`src/rtl/reaction_ctrl.sv`:
```
// reaction_ctrl -- sequencing FSM for the reaction-time game.
//
// Takes debounced single-cycle button pulses. On start it waits a pseudo-random
// fore-period, then lights led0 and counts the response time in milliseconds
// as four BCD digits. A display mode goes to the seven-segment driver.
//
// Parameters
//   CLK_PER_MS    clk cycles per 1 ms tick (>= 2)
//   MIN_DELAY_MS  fixed part of the fore-period, ms
//   RAND_BITS     random part of the fore-period = lfsr[RAND_BITS-1:0] ms
//   MAX_MS        response timeout, ms (<= 9999)
//
// Ports
//   clk    system clock
//   reset  asynchronous, active-high reset
//   start  1-cycle pulse, begin a trial
//   stop   1-cycle pulse, player response
//   clear  1-cycle pulse, abort / return to idle
//   led0   stimulus LED, high only while timing the response
//   bcd    response time, 4 BCD digits, [15:12] = thousands
//   mode   0 IDLE, 1 WAIT, 2 TIMING, 3 DONE, 4 EARLY, 5 TIMEOUT
//   busy   high in WAIT or TIMING
module reaction_ctrl #(
  parameter int CLK_PER_MS   = 100_000,
  parameter int MIN_DELAY_MS = 2000,
  parameter int RAND_BITS    = 12,
  parameter int MAX_MS       = 1000
) (
  input  logic        clk,
  input  logic        reset,
  input  logic        start,
  input  logic        stop,
  input  logic        clear,
  output logic        led0,
  output logic [15:0] bcd,
  output logic [2:0]  mode,
  output logic        busy
);

  localparam int PW = $clog2(CLK_PER_MS);

  // State encodings equal the mode codes reported to the display.
  typedef enum logic [2:0] {
    S_IDLE    = 3'd0,
    S_WAIT    = 3'd1,
    S_TIMING  = 3'd2,
    S_DONE    = 3'd3,
    S_EARLY   = 3'd4,
    S_TIMEOUT = 3'd5
  } state_t;

  state_t          state;
  state_t          nxt;
  logic [15:0]     lfsr;
  logic            lfsr_fb;
  logic [PW-1:0]   presc;
  logic            tick;
  logic [15:0]     delay_ms;
  logic [15:0]     dcnt;
  logic [13:0]     ms_cnt;
  logic [15:0]     bcd_inc;
  logic            carry;

  // Fibonacci LFSR, taps 16,14,13,11 (bit 0 is tap 16, shifting right).
  assign lfsr_fb = lfsr[0] ^ lfsr[2] ^ lfsr[3] ^ lfsr[5];

  assign tick = (presc == PW'(CLK_PER_MS - 1));

  // Decimal increment of the four-digit display value.
  always_comb begin
    bcd_inc = bcd;
    carry   = 1'b1;
    for (int unsigned i = 0; i < 4; i++) begin
      if (carry) begin
        if (bcd[4*i +: 4] == 4'd9) begin
          bcd_inc[4*i +: 4] = 4'd0;
        end else begin
          bcd_inc[4*i +: 4] = bcd[4*i +: 4] + 4'd1;
          carry             = 1'b0;
        end
      end
    end
  end

  // Next-state decode; clear overrides everything, stop overrides start
  // and overrides a same-cycle tick.
  always_comb begin
    nxt = state;
    if (clear) begin
      nxt = S_IDLE;
    end else begin
      unique case (state)
        S_IDLE:   if (start) nxt = S_WAIT;
        S_WAIT: begin
          if (stop)                                   nxt = S_EARLY;
          else if (tick && (dcnt + 16'd1 == delay_ms)) nxt = S_TIMING;
        end
        S_TIMING: begin
          if (stop)                                          nxt = S_DONE;
          else if (tick && (ms_cnt + 14'd1 == 14'(MAX_MS)))  nxt = S_TIMEOUT;
        end
        default:  nxt = state;
      endcase
    end
  end

  always_ff @(posedge clk or posedge reset) begin
    if (reset) begin
      state    <= S_IDLE;
      lfsr     <= 16'hACE1;
      presc    <= '0;
      delay_ms <= '0;
      dcnt     <= '0;
      ms_cnt   <= '0;
      bcd      <= '0;
      led0     <= 1'b0;
      mode     <= 3'd0;
      busy     <= 1'b0;
    end else begin
      lfsr  <= {lfsr_fb, lfsr[15:1]};
      // Restarting the prescaler on every transition aligns ms ticks to
      // the moment a phase begins.
      presc <= (nxt != state || clear || tick) ? '0 : presc + 1'b1;
      state <= nxt;
      mode  <= nxt;
      led0  <= (nxt == S_TIMING);
      busy  <= (nxt == S_WAIT) || (nxt == S_TIMING);

      if (clear) begin
        bcd    <= '0;
        dcnt   <= '0;
        ms_cnt <= '0;
      end else begin
        unique case (state)
          S_IDLE: begin
            if (start) begin
              delay_ms <= 16'(MIN_DELAY_MS) + 16'(lfsr[RAND_BITS-1:0]);
              bcd      <= '0;
              dcnt     <= '0;
              ms_cnt   <= '0;
            end
          end
          S_WAIT: begin
            if (stop)      bcd  <= 16'h9999;
            else if (tick) dcnt <= dcnt + 16'd1;
          end
          S_TIMING: begin
            // bcd tracks ms_cnt from zero, so on timeout it already shows MAX_MS.
            if (!stop && tick) begin
              bcd    <= bcd_inc;
              ms_cnt <= ms_cnt + 14'd1;
            end
          end
          default: ;
        endcase
      end
    end
  end

endmodule

```
`config.mk`:
```
export PLATFORM = sky130hd
export DESIGN_NAME = reaction_ctrl
export DESIGN_NICKNAME = d
export VERILOG_FILES = /design/src/rtl/reaction_ctrl.sv
export SDC_FILE = /design/constraint.sdc
export NUM_CORES = 1
export LEC_CHECK = 0
export BUFFER_PORTS_ARGS = -buffer_cell sky130_fd_sc_hd__buf_2
export CORE_UTILIZATION = 35
export CTS_BUF_LIST = sky130_fd_sc_hd__clkbuf_8
export CTS_CLUSTER_DIAMETER = 200
export DETAILED_ROUTE_END_ITERATION = 6
export HOLD_SLACK_MARGIN = 0.03
export PLACE_DENSITY = 0.47
export SYNTH_ARGS = -nofsm -noshare
export SYNTH_HDL_FRONTEND = slang
export SYNTH_SLANG_ARGS = --single-unit
export TNS_END_PERCENT = 1
```
`constraint.sdc`:
```
create_clock -name clk -period 3.2 [get_ports clk]
set_clock_uncertainty 0.15 [all_clocks]
set_input_delay 0.16 -clock clk [delete_from_list [all_inputs] [get_ports clk]]
set_output_delay 0.16 -clock clk [all_outputs]
set_load 0.005 [all_outputs]
```
Word level (Yosys, flattened, before mapping)

Index checks and enable logic that the tools add are counted.

Flip-flop bits (word level): 100
Latch bits: 0
Bits in writable memories: 0
Memory bits (read-only): 0
Output and inout port bits: 21
Logic and storage cells: 95
Memories kept: 0

$add $sub $neg: 8
$mul: 0
Div/mod/pow operators: 0
Order comparisons: 0
Equality and inequality tests: 20
Shifts and indexed selects: 0
Multiplexer cells: 33
Bitwise logic cells: 4
Reduce and logical (&&, ||, !) cells: 18

Operators with widths:

| kind                     | number |
|---|---|
| $mux W16                 | 7 |
| $pmux W16 S3             | 1 |
| $mux W14                 | 3 |
| $pmux W16 S2             | 1 |
| $mux W4                  | 7 |
| $pmux W14 S2             | 1 |
| $ne A3 B3 Y1 const B     | 8 |
| $mux W3                  | 6 |
| $add A17 B1 Y17 const B  | 1 |
| $eq A17 B17 Y1 const B   | 1 |
| $mux W17                 | 1 |
| $add A16 B1 Y16 const B  | 1 |
| $add A4 B1 Y4 const B    | 4 |
| $eq A16 B16 Y1           | 1 |
| $eq A4 B4 Y1 const B     | 4 |
| $reduce_and A5 Y1        | 3 |
| $add A14 B1 Y14 const B  | 1 |
| $eq A14 B10 Y1 const B   | 1 |
| $add A11 B12 Y13 const A | 1 |
| $pmux W3 S3              | 1 |
| $reduce_and A4 Y1        | 2 |
| $eq A3 B1 Y1 const B     | 2 |
| $eq A3 B2 Y1 const B     | 2 |
| $reduce_and A3 Y1        | 2 |
| 10 further kinds         | 21 |

Logic depth before layout (Yosys ltp)

Gate-level depths: netlist (run 1).

Depth in word-level cells: 11
Gate-level depth with buffers: 12
Depth with buffers taken out: 10

Least setup slack after synthesis (run 1)

OpenSTA, ideal clock, no wires.

Path kind: reg-to-reg
Start point: register presc[5]
End point: register presc[13]
Setup time: 0.119 ns
Arrival time: 2.646 ns
Data required time: 2.931 ns
Path slack: 0.286 ns
Stages on the path, launching flop included: 10
Clock period less this slack: 2.914 ns
Path through: dfrtp_1 -> or4b_4 -> or4_4 -> a221oi_2 -> o2111ai_1 -> a2111oi_4 -> o31ai_1 -> o311ai_2 -> buf_6 -> nor2_1

Word-level cells in the longest chain between the ends: 10

Ends and longest elaborated chain:

| what                                   | RTL line | text |
|---|---|---|
| start, declared                        | 56       | `logic [PW-1:0] presc;` |
| start signal, assigned                 | 123      | `presc <= (nxt != state \|\| clear \|\| tick) ? '0 : presc + 1'b1;` |
| $eq A17 B17 Y1                         | 67       | `assign tick = (presc == PW'(CLK_PER_MS - 1));` |
| $logic_and A1 B1 Y1 (on tied branches) | 100, 96  |  |
| $mux W3 (on tied branches)             | 100, 96  |  |
| $mux W3 (on tied branches)             | 99, 95   |  |
| $pmux W3 S3                            | 92       | `unique case (state)` |
| $mux W3                                | 89       | `if (clear) begin` |
| $ne A3 B3 Y1                           | 123      |  |
| $logic_or A1 B1 Y1 (2 in series)       | 123      |  |
| $mux W17 *                             | 123      |  |

Mark *: on every way between the ends. The rest lies on a longest branch, timed or not.
A chain may end at the register's enable or synchronous reset.

Final worst setup path (run 1)

Start point: register dcnt[0]
End point: register busy

Word-level cells in the longest chain between the ends: 9

Ends and longest elaborated chain:

| what                                                | RTL line | text |
|---|---|---|
| start, declared                                     | 59       | `logic [15:0] dcnt;` |
| start signal, assigned                              | 145      | `else if (tick) dcnt <= dcnt + 16'd1;` |
| $add A16 B1 Y16 *                                   | 96       | `else if (tick && (dcnt + 16'd1 == delay_ms)) nxt = S_TIMING;` |
| $eq A16 B16 Y1 *                                    | 96       |  |
| $logic_and A1 B1 Y1 *                               | 96       |  |
| $mux W3 *                                           | 96       |  |
| $mux W3 *                                           | 95       | `if (stop) nxt = S_EARLY;` |
| $pmux W3 S3 *                                       | 92       |  |
| $mux W3 *                                           | 89       |  |
| $eq A3 B1 Y1 / $eq A3 B2 Y1 (equally long branches) | 127      | `busy <= (nxt == S_WAIT) \|\| (nxt == S_TIMING);` |
| $logic_or A1 B1 Y1 *                                | 127      |  |
| end signal, assigned                                | 127      |  |
| end, declared                                       | 37       | `output logic busy` |

Marks and branches as above.

==> summary.md, run 1 <==
| Metric | Value |
|---|---|
| Largest family of logic cells by synthesized area | simple AND/OR/NAND/NOR gates |
| Fin Hold WS | 0.126 ns |
| Pre-antenna DRT Iters | 5 |
| Detailed-route DRC error count | 0 |
| Final hold violation count | 0 |
| Avg Cell Area, Syn | 9.33 µm² |
| Depth of the worst register-to-register path | 10 |
| Leakage | 0.00263 µW |
| Die W | 126 µm |
| Post-layout util | 40.7% |
| Setup TNS | 0 ns |
| Syn_nets | 598 |
| DRT Wirelength | 13000 µm |
| Initial antenna violation count | 0 |
| Clock latency on the worst-skew pair | 0.39 ns |
| FP Rows | 45 |
| Core area | 15100 µm² |
| Top post-synthesis cells by count | dfrtp_1, o21ai_0, nor2_1 |
| Cts bufs inserted | 9 |
| CTS H-tree lvls | 3 |
| Dpl hpwl | 9130 µm |
| Final setup vio count | 0 |
| Die H | 126 µm |
| Number of I/O pins | 26 |
| Primary FF master, synth | dfrtp_1 |
| Slew margin rel. | 45.4% |
| Power Dens Cells | 386 nW/µm² |
| Netlist Area Pre-Place | 5410 µm² |
| Synth async-reset ratio | 100% |
| Vias per inst | 5.40 |
| Count leader, synth | dfrtp_1 |
| Placer Congestion | 0.800 |
| Post-synthesis mux area share | 1.85% |
| DIE AREA | 16000 µm² |
| Hold path cells | 3 |
| Total power | 2380 µW |
| Synth-to-Final Area Change | 13.8% |
| Ranking of synthesized cells by area | dfrtp_1, o21ai_0, nor2_1 |
| Critical path launch point type | flop |
| Status | complete, no violations |
| Initial Util | 35.7% |
| Crit path kind | flop to flop |
| CTS tree | yes |
| Synth warn | 0 |
| Tightest Pin Transition | 0.819 ns |
| Overflow after GRT | 0 |
| Pre-CTS setup slack | 0.0932 ns |
| Setup crit end kind | flop |
| Final net count | 645 |
| Port buffer count | 25 |
| Final Max Slew Viols | 0 |
| Yosys cell types | 63 |
| CTS max path bufs | 2 |
| Complex-gate fraction of the synthesized area | 17.6% |
| Max Freq | 0.330 GHz |
| Critical Path AT | 3.20 ns |
| Seq. cell area | 2440 µm² |
| Total GRT Usage | 17.4% |
| Layout cells sized above 1 | 17.1% |
| Post-synth EDFFs | 0 |
| Gate Count Post-Synth | 580 |
| Vias in the first global route | 4330 |
| WL/cell | 15.9 µm |
| Max_cap viols | 0 |
| Adder-Cell Fraction of Synth Area | 3.01% |
| Fin crit period | 3.03 ns |
| Fillers | 1559 |
| Largest net degree at the start of global routing | 66 |
| Multi-input logic area | 2820 µm² |
| Post-CTS setup buffers | 0 |
| # diodes | 0 |
| Antenna-violating nets left | 0 |
| Worst Path Max Fanout | 8 |
| Via Count | 4424 |
| Worst-path clk slew | 0.12 ns |
| Synth Area in Simple Gates | 22.6% |
| Initial DRC Count | 253 |
| Clk sinks | 97 |
| Root Buffer | clkbuf_8 |
| Yosys reg bits | 97 |
| Post-synth top area share | 41.1% |
| Setup WS post-layout | 0.170 ns |
| Period utilization | 94.7% |
| Sequential area share after synthesis | 45.0% |
| Hold Crit Class | input pin to flop |
| Required @ worst endpoint | 3.37 ns |
| Unrepaired setup endpoints after global routing | no |
| Max IR drop VDD | 195 µV |
| XOR/XNOR Fraction of Synth Area | 6.80% |
| First-pass GRT wire length | 22000 µm |
| Cell taking the most area after synthesis | dfrtp_1 |
==> cell families after synthesis <==
| logic type | Yosys count |
|---|---|
| simple gates | 234 |
| compound gates | 143 |
| flops | 97 |
| xor+xnor | 42 |
| buf+inv | 42 |
| fa+ha+maj | 13 |
| mux | 9 |
==> per-stage QoR <==
step	area, µm²	instances
after floorplan	5410	580
after global placement	5930	802
after detailed placement	5930	802
after CTS	6150	820
after global routing	6160	820
final	6160	820
==> cell type report <==
cell class / instances / share of cell area, %
clock inverters: 7 / 1.16
inverters: 15 / 0.954
flip-flops and latches: 97 / 39.6
clock buffers: 9 / 2.01
multi-input cells: 441 / 45.8
repair buffers: 63 / 6.74
well taps: 188 / 3.82
==> sequential cells by signal (all words and copies together), names as in the netlist <==
signal	cells
bcd	16
led0	1
busy	1
dcnt	16
lfsr	16
state	3
delay_ms	13
ms_cnt	14
presc	17
==> timing repair <==
action                                 in CTS  in global routing
endpoints found under the hold margin      56                  0
resized for setup                           0                  3
hold buffers                                2                  0
setup endpoints to repair                   0                 17
==> power by group <==
part           total (µW)  internal (µW)  switching (µW)
logic                 239           94.3             145
clock network         825            304             520
registers            1310           1270            48.5
total                2380           1660             714
==> critical path, stage by stage, from the launching register on <==
cell and delay, ns:
dfrtp_1 0.46, ha_1 0.24, nand2_1 0.21, o2111ai_1 0.14, a211o_1 0.31, a311oi_1 0.55, a2111oi_4 0.11, buf_4 0.17
nor4b_4 0.13, or3_1 0.35, mux2i_1 0.13
==> cells in the final DEF (no fill, tap or decap), drive strengths merged, types with 14 or more instances in the layout <==
cell type / n
buf: 61
dfrtp: 89
inv: 18
nand2: 48
nand3: 25
nor2: 61
nor4: 14
o21ai: 66
o31ai: 16
xnor2: 23
xor2: 19
==> final timing paths <==
kind	from	endpoint	slack, ns
max in group asynchronous	reset	ms_cnt[4]	1.80
min	stop	state[0]	0.13
min reg2reg	lfsr[14]	lfsr[13]	0.22
max reg2reg	dcnt[0]	busy	0.17
max	dcnt[0]	busy	0.17
min in group asynchronous	reset	dcnt[0]	0.32
==> layer usage <==
layer | up-vias | global-route usage, % | part of all wire (%)
li1 | 2191 | - | -
met1 | 2151 | 23.4 | 49
met2 | 63 | 27.7 | 46
met3 | 19 | 2.61 | 2.9
met4 | 0 | 8.08 | 2.1
met5 | - | 0 | 0
(Power assumes the default switching activity.)
==> run 2, diff against run 1 <==
--- a/config.mk
+++ b/config.mk
@@ -5,6 +5,7 @@
 export SDC_FILE = /design/constraint.sdc
 export NUM_CORES = 1
 export LEC_CHECK = 0
+export ABC_AREA = 1
 export BUFFER_PORTS_ARGS = -buffer_cell sky130_fd_sc_hd__buf_2
 export CORE_UTILIZATION = 35
 export CTS_BUF_LIST = sky130_fd_sc_hd__clkbuf_8
==> run 2 against run 1 <==
Effect of this change:
- synthesized area is 3.9% higher
- highest routed layer unchanged
- global-route usage is 0.40 points lower
- worst hold slack worse by 0.019 ns
- critical path type unchanged
- routed wire length is 0.16% higher
- first-iteration DRC count is 11% lower
- fmax is 12% higher
- die area is 3.9% higher
==> summary.md, run 2 <==
| Metric | Value |
|---|---|
| Overflow after GRT | 0 (unchanged) |
| DRT Wirelength | 13000 µm (+0.16%) |
| Clk sinks | 97 (unchanged) |
| Leakage | 0.00282 µW (+7.4%) |
| Net switching power figure | 1330 µW (+86%) |
| Tightest Pin Transition | 0.638 ns (-0.180 ns) |
| Detailed-route DRC error count | 0 (unchanged) |
| Layout cells sized above 1 | 13.5% (-3.6 points) |
| Yosys reg bits | 97 (unchanged) |
| Port buffer count | 25 (unchanged) |
| Avg Cell Area, Syn | 7.66 µm² (-18%) |
| Synth warn | 0 (unchanged) |
| Primary FF master, synth | dfrtp_1 |
| Sequential area share after synthesis | 43.3% (-1.7 points) |
| Status | complete, no violations |
| Post-synthesis mux area share | 0.178% (-1.7 points) |
| Syn_nets | 752 (+26%) |
| Hold Crit Class | input pin to flop |
| Reg power frac | 44.6% (-11 points) |
| Fillers | 1614 (+3.5%) |
| Vias in the first global route | 4498 (+3.9%) |
| Count leader, synth | nand2_1 |
| Worst-path clk slew | 0.11 ns (about the same) |
| DIE AREA | 16600 µm² (+3.9%) |
| Antenna-violating nets left | 0 (unchanged) |
| CTS max path bufs | 2 (unchanged) |
| Synth Area in Simple Gates | 32.2% (+9.6 points) |
| XOR/XNOR Fraction of Synth Area | 3.40% (-3.4 points) |
| Most frequent cells in the layout | nand2_1, inv_1, dfrtp_1, nor2_1, nand3_1 |
| Initial DRC Count | 225 (-11%) |
| Setup TNS | 0 ns (unchanged) |
| Number of I/O pins | 26 (unchanged) |
| Final Max Slew Viols | 0 (unchanged) |
| Initial antenna violation count | 0 (unchanged) |
| Max Freq | 0.371 GHz (+12%) |
| Unrepaired setup endpoints after global routing | no |
| Max reg flops | 17 (unchanged) |
| Post-synth EDFFs | 0 (unchanged) |
| Reg2reg setup slack | 0.51 ns (+0.34 ns) |
| Worst Path Max Fanout | 17 (+9) |
| Dpl hpwl | 9560 µm (+4.7%) |
| Pre-antenna DRT Iters | 4 (-1) |
| Required @ worst endpoint | 3.32 ns (-0.05 ns) |
| Internal | 1970 µW (+18%) |
| CTS H-tree lvls | 3 (unchanged) |
| Max_cap viols | 0 (unchanged) |
| Crit path kind | flop to flop |
| Vias per inst | 4.77 (-12%) |
| CTS tree | yes |
| Initial Util | 36.5% (+0.73 points) |
| Post-layout util | 40.4% (-0.32 points) |
| Critical path launch point type | flop |
| Largest net degree at the start of global routing | 50 (-24%) |
| Netlist Area Pre-Place | 5630 µm² (+3.9%) |
| Core area | 15400 µm² (+1.9%) |
| Most common cell after layout, fill and taps aside | nand2_1 |
| Gate Count Post-Synth | 734 (+27%) |
| Combinational share of power | 30.9% (+21 points) |
| Pre-CTS setup slack | 0.517 ns (+0.424 ns) |
| # diodes | 0 (unchanged) |
| WL/cell | 13.2 µm (-17%) |
| Yosys cell types | 38 (-40%) |
| Ranking of synthesized cells by area | dfrtp_1, nand2_1, inv_1 |
| Largest Register | presc |
| Die W | 129 µm (+1.9%) |
| Post-synth top area share | 39.6% (-1.6 points) |
| Clock latency on the worst-skew pair | 0.39 ns (about the same) |
| FP Rows | 45 (unchanged) |
| Top post-synthesis cells by count | nand2_1, inv_1, dfrtp_1 |
| Synth async-reset ratio | 100% (unchanged) |
| Final net count | 786 (+22%) |
| Fin crit period | 2.69 ns (-0.336 ns) |
| Cell taking the most area after synthesis | dfrtp_1 |
| Synth-to-Final Area Change | 10.7% |
| Adder-Cell Fraction of Synth Area | 2.89% (-0.11 points) |
| Setup WS post-layout | 0.506 ns (+0.336 ns) |
| Setup crit end kind | flop |
| Critical Path AT | 2.82 ns (-0.38 ns) |
| Placer Congestion | 0.830 (+3.8%) |
| Largest family of logic cells by synthesized area | simple AND/OR/NAND/NOR gates |
| Final hold violation count | 0 (unchanged) |
| Slew margin rel. | 57.4% (+12 points) |
| Complex-gate fraction of the synthesized area | 9.36% (-8.2 points) |
| Root Buffer | clkbuf_8 |
| Via Count | 4694 (+6.1%) |
| Switch share | 40.3% (+10 points) |
| Period utilization | 84.2% (-11 points) |
| Final setup vio count | 0 (unchanged) |
| Total GRT Usage | 17.0% (-0.40 points) |
| Multi-input logic area | 2700 µm² (-4.1%) |
| Seq. cell area | 2440 µm² (unchanged) |
| Cts bufs inserted | 9 (unchanged) |
| First-pass GRT wire length | 21900 µm (-0.66%) |
| Power Dens Cells | 530 nW/µm² (+37%) |
| Max IR drop VDD | 289 µV (+49%) |
| CTS resizes | 0 (unchanged) |
| Die H | 129 µm (+1.9%) |
| Clk pwr share | 24.5% (-10 points) |
## run 2: cell types whose count changed after synthesis, sizes merged, moves of 19 or more
cell | previous run | this run
nand2 | 48 | 190
inv | 15 | 115
nor2 | 61 | 104
nand3 | 25 | 60
o21ai | 66 | 43
o22ai | 3 | 22
## run 2: cells by family after synthesis
logic type / Yosys count
adder cells (fa/ha/maj): 13
multiplexers: 1
buffers and inverters: 124
flip-flops: 97
XOR/XNOR: 21
AO/OA/AOI/OAI: 92
AND/OR/NAND/NOR: 386
## run 2: power groups by stage
stage / Combinational [µW] / Clock (µW) / Sequential [µW]
floorplan: 733 / 0 / 1470
global placement: 1020 / 0 / 1490
detailed placement: 1030 / 0 / 1500
CTS: 1030 / 852 / 1470
global route: 1160 / 893 / 1490
finish: 1020 / 807 / 1470
## run 2: timing repair
item,CTS,global route
endpoints found under the hold margin,40,0
hold buffers,1,0
setup buffers,0,0
## run 2: per-layer routing
metal,part of all wire [%],up-vias,GRT usage (%)
met2,48,51,28.4
met1,48,2202,22.0
met5,0,-,0
met4,1.9,0,5.88
met3,2.6,16,3.41
li1,-,2425,-
## run 2: cell type report
class                   count  share of cell area (%)
multi-input cells         513                    43.4
flip-flops and latches     97                    39.1
inverters                 115                    6.97
well taps                 211                    4.24
repair buffers             32                    3.09
clock buffers               9                    1.99
clock inverters             7                    1.15
## run 2: worst paths after layout
kind | depth (start not counted) | start | endpoint
setup / recovery | 14 | presc[0] | presc[16]
hold / removal | 4 | clear | state[1]
setup reg to reg | 14 | presc[0] | presc[16]
hold reg to reg | 0 | lfsr[12] | lfsr[11]
max in group asynchronous | 4 | reset | ms_cnt[13]
min in group asynchronous | 3 | reset | delay_ms[2]
## run 2: stage by stage
step | cell area [µm²] | hold slack (ns) | total power [µW] | instances
final | 6230 | 0.107 | 3300 | 984
after global routing | 6230 | 0.110 | 3540 | 984
after CTS | 6230 | 0.0830 | 3360 | 984
after detailed placement | 6020 | 0.162 | 2530 | 967
after global placement | 6020 | 0.155 | 2520 | 967
after floorplan | 5630 | 0.183 | 2210 | 734
## run 2: worst max-delay path, stage by stage (launching register included)
cell and delay (ns):
dfrtp_1 0.39, ha_1 0.19, nand2_1 0.09, nor2_1 0.23, nand3_1 0.27, nor2_1 0.18
nand3_1 0.10, nor2_2 0.14, nand2_2 0.07, nand2_1 0.06, a21oi_1 0.09, nand2_1 0.13
nand3_2 0.09, nand2_4 0.31, nor2_1 0.08
==> run 3, diff against run 2 <==
--- a/config.mk
+++ b/config.mk
@@ -12,7 +12,7 @@
 export CTS_CLUSTER_DIAMETER = 200
 export DETAILED_ROUTE_END_ITERATION = 6
 export HOLD_SLACK_MARGIN = 0.03
-export PLACE_DENSITY = 0.47
+export PLACE_DENSITY = 0.49
 export SYNTH_ARGS = -nofsm -noshare
 export SYNTH_HDL_FRONTEND = slang
 export SYNTH_SLANG_ARGS = --single-unit
==> constraint.sdc (replaced) <==
create_clock -name clk -period 2.3 [get_ports clk]
set_clock_uncertainty 0.15 [all_clocks]
set_input_delay 0.115 -clock clk [delete_from_list [all_inputs] [get_ports clk]]
set_output_delay 0.115 -clock clk [all_outputs]
set_load 0.005 [all_outputs]
==> run 3 against run 2 <==
Effect of this change:
- the flow now finishes with violations (setup timing)
- die area unchanged
- cell area increased by 11%
- via count increased by 4.4%
- critical path depth increased by 3
==> summary.md, run 3 (synthesis gave the netlist of run 2 again) <==
| Metric | Value |
|---|---|
| Vias per inst | 4.68 (-1.9%) |
| Largest net degree at the start of global routing | 36 (-28%) |
| Final net count | 849 (+8.0%) |
| R2r endpoint | presc[13] |
| # diodes | 0 (unchanged) |
| Initial Util | 36.5% (unchanged) |
| Slew margin rel. | 53.6% (-3.8 points) |
| Hold path cells | 3 (-1) |
| Setup crit end kind | flop |
| Origin of the critical flop-to-flop path | dcnt[1] |
| Dpl hpwl | 10200 µm (+7.1%) |
| Die H | 129 µm (unchanged) |
| Initial DRC Count | 289 (+28%) |
| Via Count | 4902 (+4.4%) |
| Total GRT Usage | 17.7% (+0.68 points) |
| FP Rows | 45 (unchanged) |
| Root Buffer | clkbuf_8 |
| Setup WS post-layout | -0.160 ns (-0.665 ns) |
| DIE AREA | 16600 µm² (unchanged) |
| Worst-path clk slew | 0.10 ns (about the same) |
| Antenna-violating nets left | 0 (unchanged) |
| Max Freq | 0.407 GHz (+9.5%) |
| Final Max Slew Viols | 0 (unchanged) |
| GR Util met2 | 27.8% (-0.60 points) |
| Unrepaired setup endpoints after global routing | yes |
| HP Start | clear |
| Leakage | 0.00319 µW (+13%) |
| WL/cell | 13.0 µm (-2.0%) |
| M3 GR Usage | 2.62% (-0.79 points) |
| Die W | 129 µm (unchanged) |
| Reg2reg setup slack | -0.16 ns (-0.67 ns) |
| Setup TNS | -2.53 ns (-2.53 ns) |
| Layer with the highest usage | met2 |
| Critical Path AT | 2.57 ns (-0.25 ns) |
| CTS max path bufs | 2 (unchanged) |
| Placer Congestion | 0.840 (+1.2%) |
| DRT Wirelength | 13600 µm (+4.2%) |
| Worst Hold End | delay_ms[10] |
| Worst Path Max Fanout | 8 (-9) |
| Tightest Pin Transition | 0.694 ns (+0.0559 ns) |
| Layout cells sized above 1 | 23.6% (+10 points) |
| Fin Hold WS | 0.0933 ns (-0.0134 ns) |
| Depth of the worst register-to-register path | 17 (+3) |
| Max reg flops | 17 (unchanged) |
| CTS H-tree lvls | 3 (unchanged) |
| Synth-to-Final Area Change | 22.8% |
| Overflow after GRT | 0 (unchanged) |
| Initial antenna violation count | 0 (unchanged) |
| Pre-antenna DRT Iters | 7 (+3) |
| CTS tree | yes |
| Largest Register | presc |
| Status | finished, violations left |
| Period utilization | 107% (+23 points) |
| Cts bufs inserted | 9 (unchanged) |
| Port buffer count | 25 (unchanged) |
| Clock latency on the worst-skew pair | 0.37 ns (-0.02 ns) |
| Post-layout util | 44.8% (+4.4 points) |
| Max IR drop VDD | 283 µV (-2.2%) |
| Required @ worst endpoint | 2.41 ns (-0.91 ns) |
| Final hold violation count | 0 (unchanged) |
| Crit path kind | flop to flop |
| Clk sinks | 97 (unchanged) |
| Most frequent cells in the layout | nand2_1, inv_1, dfrtp_1, nor2_1, buf_4 |
| Fin crit period | 2.46 ns (-0.235 ns) |
| Max_cap viols | 0 (unchanged) |
| Vias in the first global route | 4785 (+6.4%) |
| Detailed-route DRC error count | 0 (unchanged) |
| Power Dens Cells | 722 nW/µm² (+36%) |
| Critical Path Start | dcnt[1] |
| Critical path launch point type | flop |
| Core area | 15400 µm² (unchanged) |
| Most common cell after layout, fill and taps aside | nand2_1 |
| Final setup vio count | 19 (+19) |
| First-pass GRT wire length | 22900 µm (+4.8%) |
| Number of I/O pins | 26 (unchanged) |
| Failing checks | setup timing |
| Routing usage on met1 | 24.7% (+2.7 points) |
| Hold Crit Class | input pin to flop |
run 3: changes by cell type in the layout (fill, tap and decap cells not counted), moves of 3 or more:
| cell | previous run | this run |
|---|---|---|
| buf_12 | 1 | 4 |
| buf_4 | 5 | 63 |
| clkinv_4 | 0 | 4 |
| nand2_1 | 179 | 170 |
| nand2_2 | 8 | 15 |
| nand3_1 | 58 | 51 |
| nand3_2 | 2 | 8 |
| nor2_1 | 78 | 72 |
| nor2_2 | 7 | 12 |
run 3: worst max path at each step:
stage | endpoint | slack (ns)
4_1_cts | presc[16] | -0.14
3_3_place_gp | presc[16] | -0.12
6_report | presc[13] | -0.16
2_1_floorplan | presc[14] | 0.04
3_5_place_dp | presc[16] | -0.16
5_1_grt | presc[5] | -0.33
run 3: worst max-delay path, stage by stage (launching register included):
cell and delay [ns]:
dfrtp_1 0.41, ha_4 0.18, nand2_4 0.07, nor2_4 0.22, nand3_2 0.10, nand2_2 0.09, nand2_2 0.06, nand2_2 0.08
nand2_2 0.05, nor3_2 0.16, nand4_1 0.15, nand2_2 0.12, nand3_2 0.07, nand2_2 0.08, inv_2 0.04, nand2_4 0.11
clkbuf_16 0.17, nor2_4 0.03
run 3: routing by layer:
metal	routed length [µm]	up-vias
li1	-	2545
met1	6900	2284
met2	6190	62
met3	314	11
met4	170	0
met5	0	-
run 3: cell type report:
class,count,area [µm²]
clock buffer,10,138
clock inverter,6,68.8
fill,1542,8520
inverter,115,435
multi-input combinational,513,2840
sequential,97,2440
tap,211,264
timing repair buffer,95,724
run 3: power breakdown:
group / total, µW / internal (µW) / switching, µW / leakage (µW)
clock: 1160 / 537 / 624 / 0.000108
combinational: 1780 / 711 / 1070 / 0.00179
sequential: 2050 / 1870 / 182 / 0.00129
total: 4990 / 3120 / 1870 / 0.00319
run 3: through the flow:
step                      power, µW  std cells  worst slack (ns)  instance area, µm²
after CTS                      4980       1044            -0.144                6760
after global routing           5360       1047            -0.334                6910
after floorplan                3070        734            0.0436                5630
final                          4990       1047            -0.160                6910
after detailed placement       3780       1027            -0.157                6510
after global placement         3760       1027            -0.116                6510
run 3: repair_timing:
| item | CTS | global route |
|---|---|---|
| gates cloned | 0 | 1 |
| hold buffers | 1 | 0 |
| endpoints found under the setup margin | 29 | 57 |
| resized for setup | 8 | 32 |
| buffers inserted | 0 | 2 |
| hold endpoints to repair | 21 | 0 |
| pin swaps | 1 | 13 |
